<file path="config.mk">
export PLATFORM = sky130hd
export DESIGN_NAME = serial_adder
export DESIGN_NICKNAME = d
export VERILOG_FILES = /design/src/rtl/serial_adder.sv
export SDC_FILE = /design/constraint.sdc
export NUM_CORES = 1
export LEC_CHECK = 0
export BUFFER_PORTS_ARGS = -buffer_cell sky130_fd_sc_hd__buf_2
export CORE_MARGIN = 3
export CORE_UTILIZATION = 51
export DETAILED_ROUTE_END_ITERATION = 6
export HOLD_SLACK_MARGIN = 0.05
export PLACE_DENSITY = 0.71
export SYNTH_ARGS = -nofsm -noshare
export SYNTH_HDL_FRONTEND = slang
export SYNTH_SLANG_ARGS = --single-unit
</file>
<file path="constraint.sdc">
create_clock -name clk -period 2 [get_ports clk]
set_input_delay 0.4 -clock clk [delete_from_list [all_inputs] [get_ports clk]]
set_output_delay 0.4 -clock clk [all_outputs]
set_load 0.05 [all_outputs]
</file>
<file path="src/rtl/serial_adder.sv">
// serial_adder: bit-serial adder built from one full-adder cell and a
// registered carry. The two operands are processed LSB-first, one bit per
// clock, under a start/busy/done handshake. The block reports sum, carry-out
// and two's-complement overflow.
//
// Optional feature: define SERIAL_ADDER_SUB_EN to add the `sub` port. With
// sub=1 the captured b is inverted and the carry is seeded with 1, so the
// block computes a - b and ignores cin.
//
// Ports:
//   clk       in   rising-edge clock
//   rst       in   asynchronous, active-high reset
//   start     in   request; sampled only while idle
//   a, b      in   WIDTH-bit operands; captured when start is accepted
//   cin       in   carry-in; captured when start is accepted
//   sub       in   subtract select (SERIAL_ADDER_SUB_EN only)
//   busy      out  high while bits are being processed
//   done      out  one-cycle pulse; result outputs are valid
//   sum       out  registered WIDTH-bit result
//   carryOut  out  registered carry out of the MSB
//   overflow  out  registered signed overflow
module serial_adder #(
  parameter int WIDTH = 8
) (
  input  logic             clk,
  input  logic             rst,
  input  logic             start,
  input  logic [WIDTH-1:0] a,
  input  logic [WIDTH-1:0] b,
  input  logic             cin,
`ifdef SERIAL_ADDER_SUB_EN
  input  logic             sub,
`endif
  output logic             busy,
  output logic             done,
  output logic [WIDTH-1:0] sum,
  output logic             carryOut,
  output logic             overflow
);

  localparam int CW = (WIDTH > 1) ? $clog2(WIDTH) : 1;

  typedef enum logic [1:0] {
    S_IDLE,
    S_RUN,
    S_DONE
  } state_t;

  state_t           state_q, state_d;
  logic [WIDTH-1:0] a_q, a_d;
  logic [WIDTH-1:0] b_q, b_d;
  logic [WIDTH-1:0] acc_q, acc_d;
  logic [CW-1:0]    cnt_q, cnt_d;
  logic             c_q, c_d;
  logic [WIDTH-1:0] sum_q, sum_d;
  logic             cout_q, cout_d;
  logic             ovf_q, ovf_d;

  // The single full-adder cell.
  logic s_bit;
  logic c_next;
  assign s_bit  = a_q[0] ^ b_q[0] ^ c_q;
  assign c_next = (a_q[0] & b_q[0]) | (a_q[0] & c_q) | (b_q[0] & c_q);

  always_comb begin
    state_d = state_q;
    a_d     = a_q;
    b_d     = b_q;
    acc_d   = acc_q;
    cnt_d   = cnt_q;
    c_d     = c_q;
    sum_d   = sum_q;
    cout_d  = cout_q;
    ovf_d   = ovf_q;

    case (state_q)
      S_IDLE: begin
        if (start) begin
          a_d     = a;
          b_d     = b;
          c_d     = cin;
`ifdef SERIAL_ADDER_SUB_EN
          // Subtraction as a + ~b + 1.
          if (sub) begin
            b_d = ~b;
            c_d = 1'b1;
          end
`endif
          cnt_d   = '0;
          state_d = S_RUN;
        end
      end

      S_RUN: begin
        c_d   = c_next;
        acc_d = {s_bit, acc_q[WIDTH-1:1]};
        a_d   = a_q >> 1;
        b_d   = b_q >> 1;
        cnt_d = cnt_q + CW'(1);
        if (cnt_q == CW'(WIDTH - 1)) begin
          // c_q is the carry into the MSB here, c_next the carry out of it.
          sum_d   = {s_bit, acc_q[WIDTH-1:1]};
          cout_d  = c_next;
          ovf_d   = c_q ^ c_next;
          state_d = S_DONE;
        end
      end

      S_DONE: begin
        state_d = S_IDLE;
      end

      default: begin
        state_d = S_IDLE;
      end
    endcase
  end

  always_ff @(posedge clk or posedge rst) begin
    if (rst) begin
      state_q <= S_IDLE;
      a_q     <= '0;
      b_q     <= '0;
      acc_q   <= '0;
      cnt_q   <= '0;
      c_q     <= 1'b0;
      sum_q   <= '0;
      cout_q  <= 1'b0;
      ovf_q   <= 1'b0;
    end else begin
      state_q <= state_d;
      a_q     <= a_d;
      b_q     <= b_d;
      acc_q   <= acc_d;
      cnt_q   <= cnt_d;
      c_q     <= c_d;
      sum_q   <= sum_d;
      cout_q  <= cout_d;
      ovf_q   <= ovf_d;
    end
  end

  // Handshake outputs are pure decodes of the state register.
  assign busy     = (state_q == S_RUN);
  assign done     = (state_q == S_DONE);
  assign sum      = sum_q;
  assign carryOut = cout_q;
  assign overflow = ovf_q;

endmodule
</file>
# After elaboration in Yosys (flattened, before gate mapping)
# Index checks and enable logic that the tools add are counted.
dict set report classes {
  muxes 11
  bitwise_logic 8
  multipliers 0
  div_mod_pow 0
  n_lt_le_gt_ge 0
  shifts 0
  addsub 1
  n_eq_ne 5
  n_reduce_logical 5
}
# op n
set op_table {}
lappend op_table {{8-bit case mux with 2 select lines} 2}
lappend op_table {{8-bit 2-to-1 mux} 2}
lappend op_table {{3-bit case mux with 2 select lines} 1}
lappend op_table {{2-bit AND reduction} 3}
lappend op_table {{2-bit 2-to-1 mux} 2}
lappend op_table {{2-bit case mux with 2 select lines} 1}
lappend op_table {{3-bit by 1-bit adder with 3-bit output, second input constant} 1}
lappend op_table {{1-bit AND} 3}
lappend op_table {{3-bit == test, second input constant} 1}
lappend op_table {{3-bit 2-to-1 mux} 1}
lappend op_table {{1-bit XOR} 3}
lappend op_table {{2-bit by 1-bit == test with 1-bit output, second input constant} 1}
lappend op_table {{2-bit == test, second input constant} 1}
lappend op_table {{2-bit logical NOT} 1}
lappend op_table {{2-bit by 1-bit != test with 1-bit output, second input constant} 1}
lappend op_table {{2-bit != test, second input constant} 1}
lappend op_table {{1-bit OR} 2}
lappend op_table {{1-bit case mux with 2 select lines} 1}
lappend op_table {{2-bit nonzero test} 1}
lappend op_table {{1-bit 2-to-1 mux} 1}
dict set report totals {
  regBits 40
  n_memories 0
  rom_bits 0
  out_inout_bits 12
  word_cells 39
  ramBits 0
  latch_bits 0
}

# Logic depth before layout (Yosys ltp)
dict set report depth {
  word_depth 4
  ltp_mapped 5
  mapped_depth_nobuf 4
}

# Worst setup path before layout
# No wires, ideal clock.
dict set report synth_path {
  kind {register to output}
  start {reg state_q[0]}
  end {out done}
  setup_slack_ps 224
  arrival_time_ps 1376
  stages_incl_launch_ff 4
  cell_sequence {dfrtp_1 buf_4 clkbuf_2 nor2b_1}
}
dict set report synth_via {
  elab_chain_cells 1
}
# element line
set synth_rtl {}
lappend synth_rtl {{start: declaration} 49} ;# state_t state_q, state_d;
lappend synth_rtl {{start signal: assignment} 131} ;# state_q <= state_d;
lappend synth_rtl {{2-bit == test} 145} ;# assign done = (state_q == S_DONE);
lappend synth_rtl {{end: declaration} 35} ;# output logic done,
# Every way passes these cells.

# Worst setup path in the final report
dict set report layout_path {
  start {reg state_q[1]}
  end {out done}
}
# The elaborated chain is that of the path after synthesis.

==> impl_metrics.env <==
export IMPL_antenna_found_initial=0
export IMPL_clock_path_buffers=2
export IMPL_place_inst=217
export IMPL_start_util_pct=55.1
export IMPL_max_cap_viol_count=0
export IMPL_start_kind="register"
export IMPL_rows=21
export IMPL_synthToLayoutAreaGrowth_pct=13.1
export IMPL_drt_iter0_drc=42
export IMPL_grt_setup_unrepaired="no"
export IMPL_post_cts_resized=0
export IMPL_coreArea_mm2=0.00347
export IMPL_worstSetupEndpointType="output pin"
export IMPL_ys_warn_count=0
export IMPL_insertedDiodeCount=0
export IMPL_layout_commonest_cell="dfrtp_1"
export IMPL_cts_inserted_buffers=5
export IMPL_grt_pass1_wl_um=5740
export IMPL_ctsHoldBuffers=0
export IMPL_cts_root_buffer="clkbuf_8"
export IMPL_synth_cell_types=24
export IMPL_mostFrequentLayoutCells="dfrtp_1 (39), buf_2 (31), inv_1 (17), nor3b_1 (14)"
export IMPL_cts_sinks=39
export IMPL_slew_violations=0
export IMPL_ys_seq_elements=39
export IMPL_final_cells=225
export IMPL_syn_area_mm2=0.00191
export IMPL_portBuffers=31
export IMPL_seq_area_frac_synth_pct=51.1
export IMPL_status="finished clean"
export IMPL_route_detailed_wl_per_inst_um=15.2
export IMPL_worstSetupPathType="register to output pin"
export IMPL_fp_dieH_um=67.2
export IMPL_period_needed_ns=1.78
export IMPL_tritoncts="built"
export IMPL_grt_pass1_vias=1211
export IMPL_clk_latency_ns=0.29
export IMPL_vias=1214
export IMPL_dieArea_mm2=0.00452
export IMPL_clock_skew_ns=0.00409
export IMPL_postCtsSetupBuffers=0
export IMPL_p_leak_nw=1.03
export IMPL_gp_congestion=0.764
export IMPL_totalPowerFinal_w=0.00364
export IMPL_fmax_ghz=0.560
export IMPL_synthCells=145
export IMPL_overflow=0
export IMPL_hold_violations=0
export IMPL_drc=0
export IMPL_nets=201
export IMPL_grt_max_degree=40
export IMPL_setup_viol=0
export IMPL_grt_usage_pct=17.5
export IMPL_relSlewSlack_pct=61.5
export IMPL_num_fill_cells=307
export IMPL_path_clk_slew_ns=0.07
export IMPL_dp_hpwl_um=2390
export IMPL_dr_pass1_iters=4
export IMPL_avgSynthCellArea_um2=13.2
export IMPL_worstHoldPathType="input port to asynchronous set/reset pin"
export IMPL_synth_nets=168
export IMPL_totalWireLength_um=3430
export IMPL_p_per_area_mw_per_mm2=1680
export IMPL_fin_crit_sh_pct=89.2
export IMPL_critPathArrivalTime_ns=1.38
export IMPL_worst_pin_slew_ns=0.577
export IMPL_path_max_fanout=13
export IMPL_cts_htree_levels=2
export IMPL_cp_required_ns=1.60
export IMPL_routed_via_density=5.40
export IMPL_die_w_um=67.2
export IMPL_tns_ns=0
export IMPL_layout_drive_gt1_share_pct=39.1
export IMPL_drtAntennaViolNets=0
export IMPL_ios=32
export IMPL_ir_drop_v=0.000849
sequential cells by signal, summed over array words and instances (netlist names):
signal    count
acc_q         7
c_q           1
state_q       2
a_q           8
cnt_q         3
b_q           8
sum           8
carryOut      1
overflow      1
path summary, 6_finish.rpt:
check / startpoint / to / slack [ns] / cells after the start
worst max-delay path: state_q[1] / done / 0.22 / 2
worst min-delay path: rst / acc_q[1] / 0.22 / 3
worst max register to register: cnt_q[0] / sum[6] / 0.50 / 4
worst min register to register: acc_q[1] / sum[0] / 0.50 / 1
max in group asynchronous: rst / state_q[0] / 1.44 / 3
min in group clk: a[7] / a_q[7] / 0.33 / 2
worst max-delay path, stage by stage (launching register included):
cell and delay, ns:
dfrtp_1 0.64, nor2b_1 0.19, buf_2 0.26
metal layers:
metal  part of all wire (%)  vias up  global-route usage, %
li1                       -      582                      -
met3                    4.8        8                   4.33
met5                      0        -                      0
met2                     49       23                   27.1
met1                     45      601                   23.0
met4                    2.0        0                   8.35
synthesized netlist by cell type (all sizes together):
cell type / count / area (um^2)
a221oi: 5 / 75.1
mux2: 18 / 236
a22o: 4 / 35.0
dfrtp: 39 / 976
buf: 9 / 78.8
nand2b: 2 / 12.5
clkbuf: 2 / 10.0
xor2: 1 / 8.76
a211oi: 8 / 60.1
fa: 1 / 20.0
a222oi: 2 / 20.0
inv: 17 / 63.8
nor2: 1 / 6.26
ha: 2 / 25.0
a21oi: 1 / 5.00
nand3b: 1 / 20.0
nor2b: 9 / 63.8
nor3b: 14 / 105
nor4b: 8 / 70.1
o21bai: 1 / 18.8
report_power, final:
group          leakage, nW  internal, W  switching, W  total (W)
registers            0.449      0.00117      0.000231    0.00140
clock network       0.0422     0.000245      0.000261   0.000506
logic                0.539     0.000755      0.000978    0.00173
stage by stage:
step / instance area, um^2 / hold slack [ns] / util, % / setup slack, ns
5_1_grt: 2160 / 0.253 / 62.3 / 0.0844
3_5_place_dp: 2080 / 0.493 / 60.0 / 0.498
6_report: 2160 / 0.221 / 62.3 / 0.216
3_3_place_gp: 2080 / 0.489 / 60.0 / 0.539
2_1_floorplan: 1910 / 0.470 / - / 0.224
4_1_cts: 2160 / 0.234 / 62.3 / 0.193
logic make-up after synthesis:
kind of cell	count (synthesis)	synth area share, %
XOR/XNOR	1	0.458
adder cells (fa/ha/maj)	3	2.36
multiplexers	18	12.4
buffers and inverters	28	7.99
AND/OR/NAND/NOR	35	14.5
AO/OA/AOI/OAI	21	11.2
flip-flops	39	51.1
final cells by class:
class	instances	area [um^2]	share of cell area, %
Sequential cell	39	976	45.2
Clock inverter	1	5.00	0.232
Multi-Input combinational cell	78	782	36.2
Tap cell	46	57.6	2.66
Clock buffer	7	76.3	3.53
Inverter	17	63.8	2.95
Timing Repair Buffer	37	200	9.26
Power figures use the tool's default switching activity.
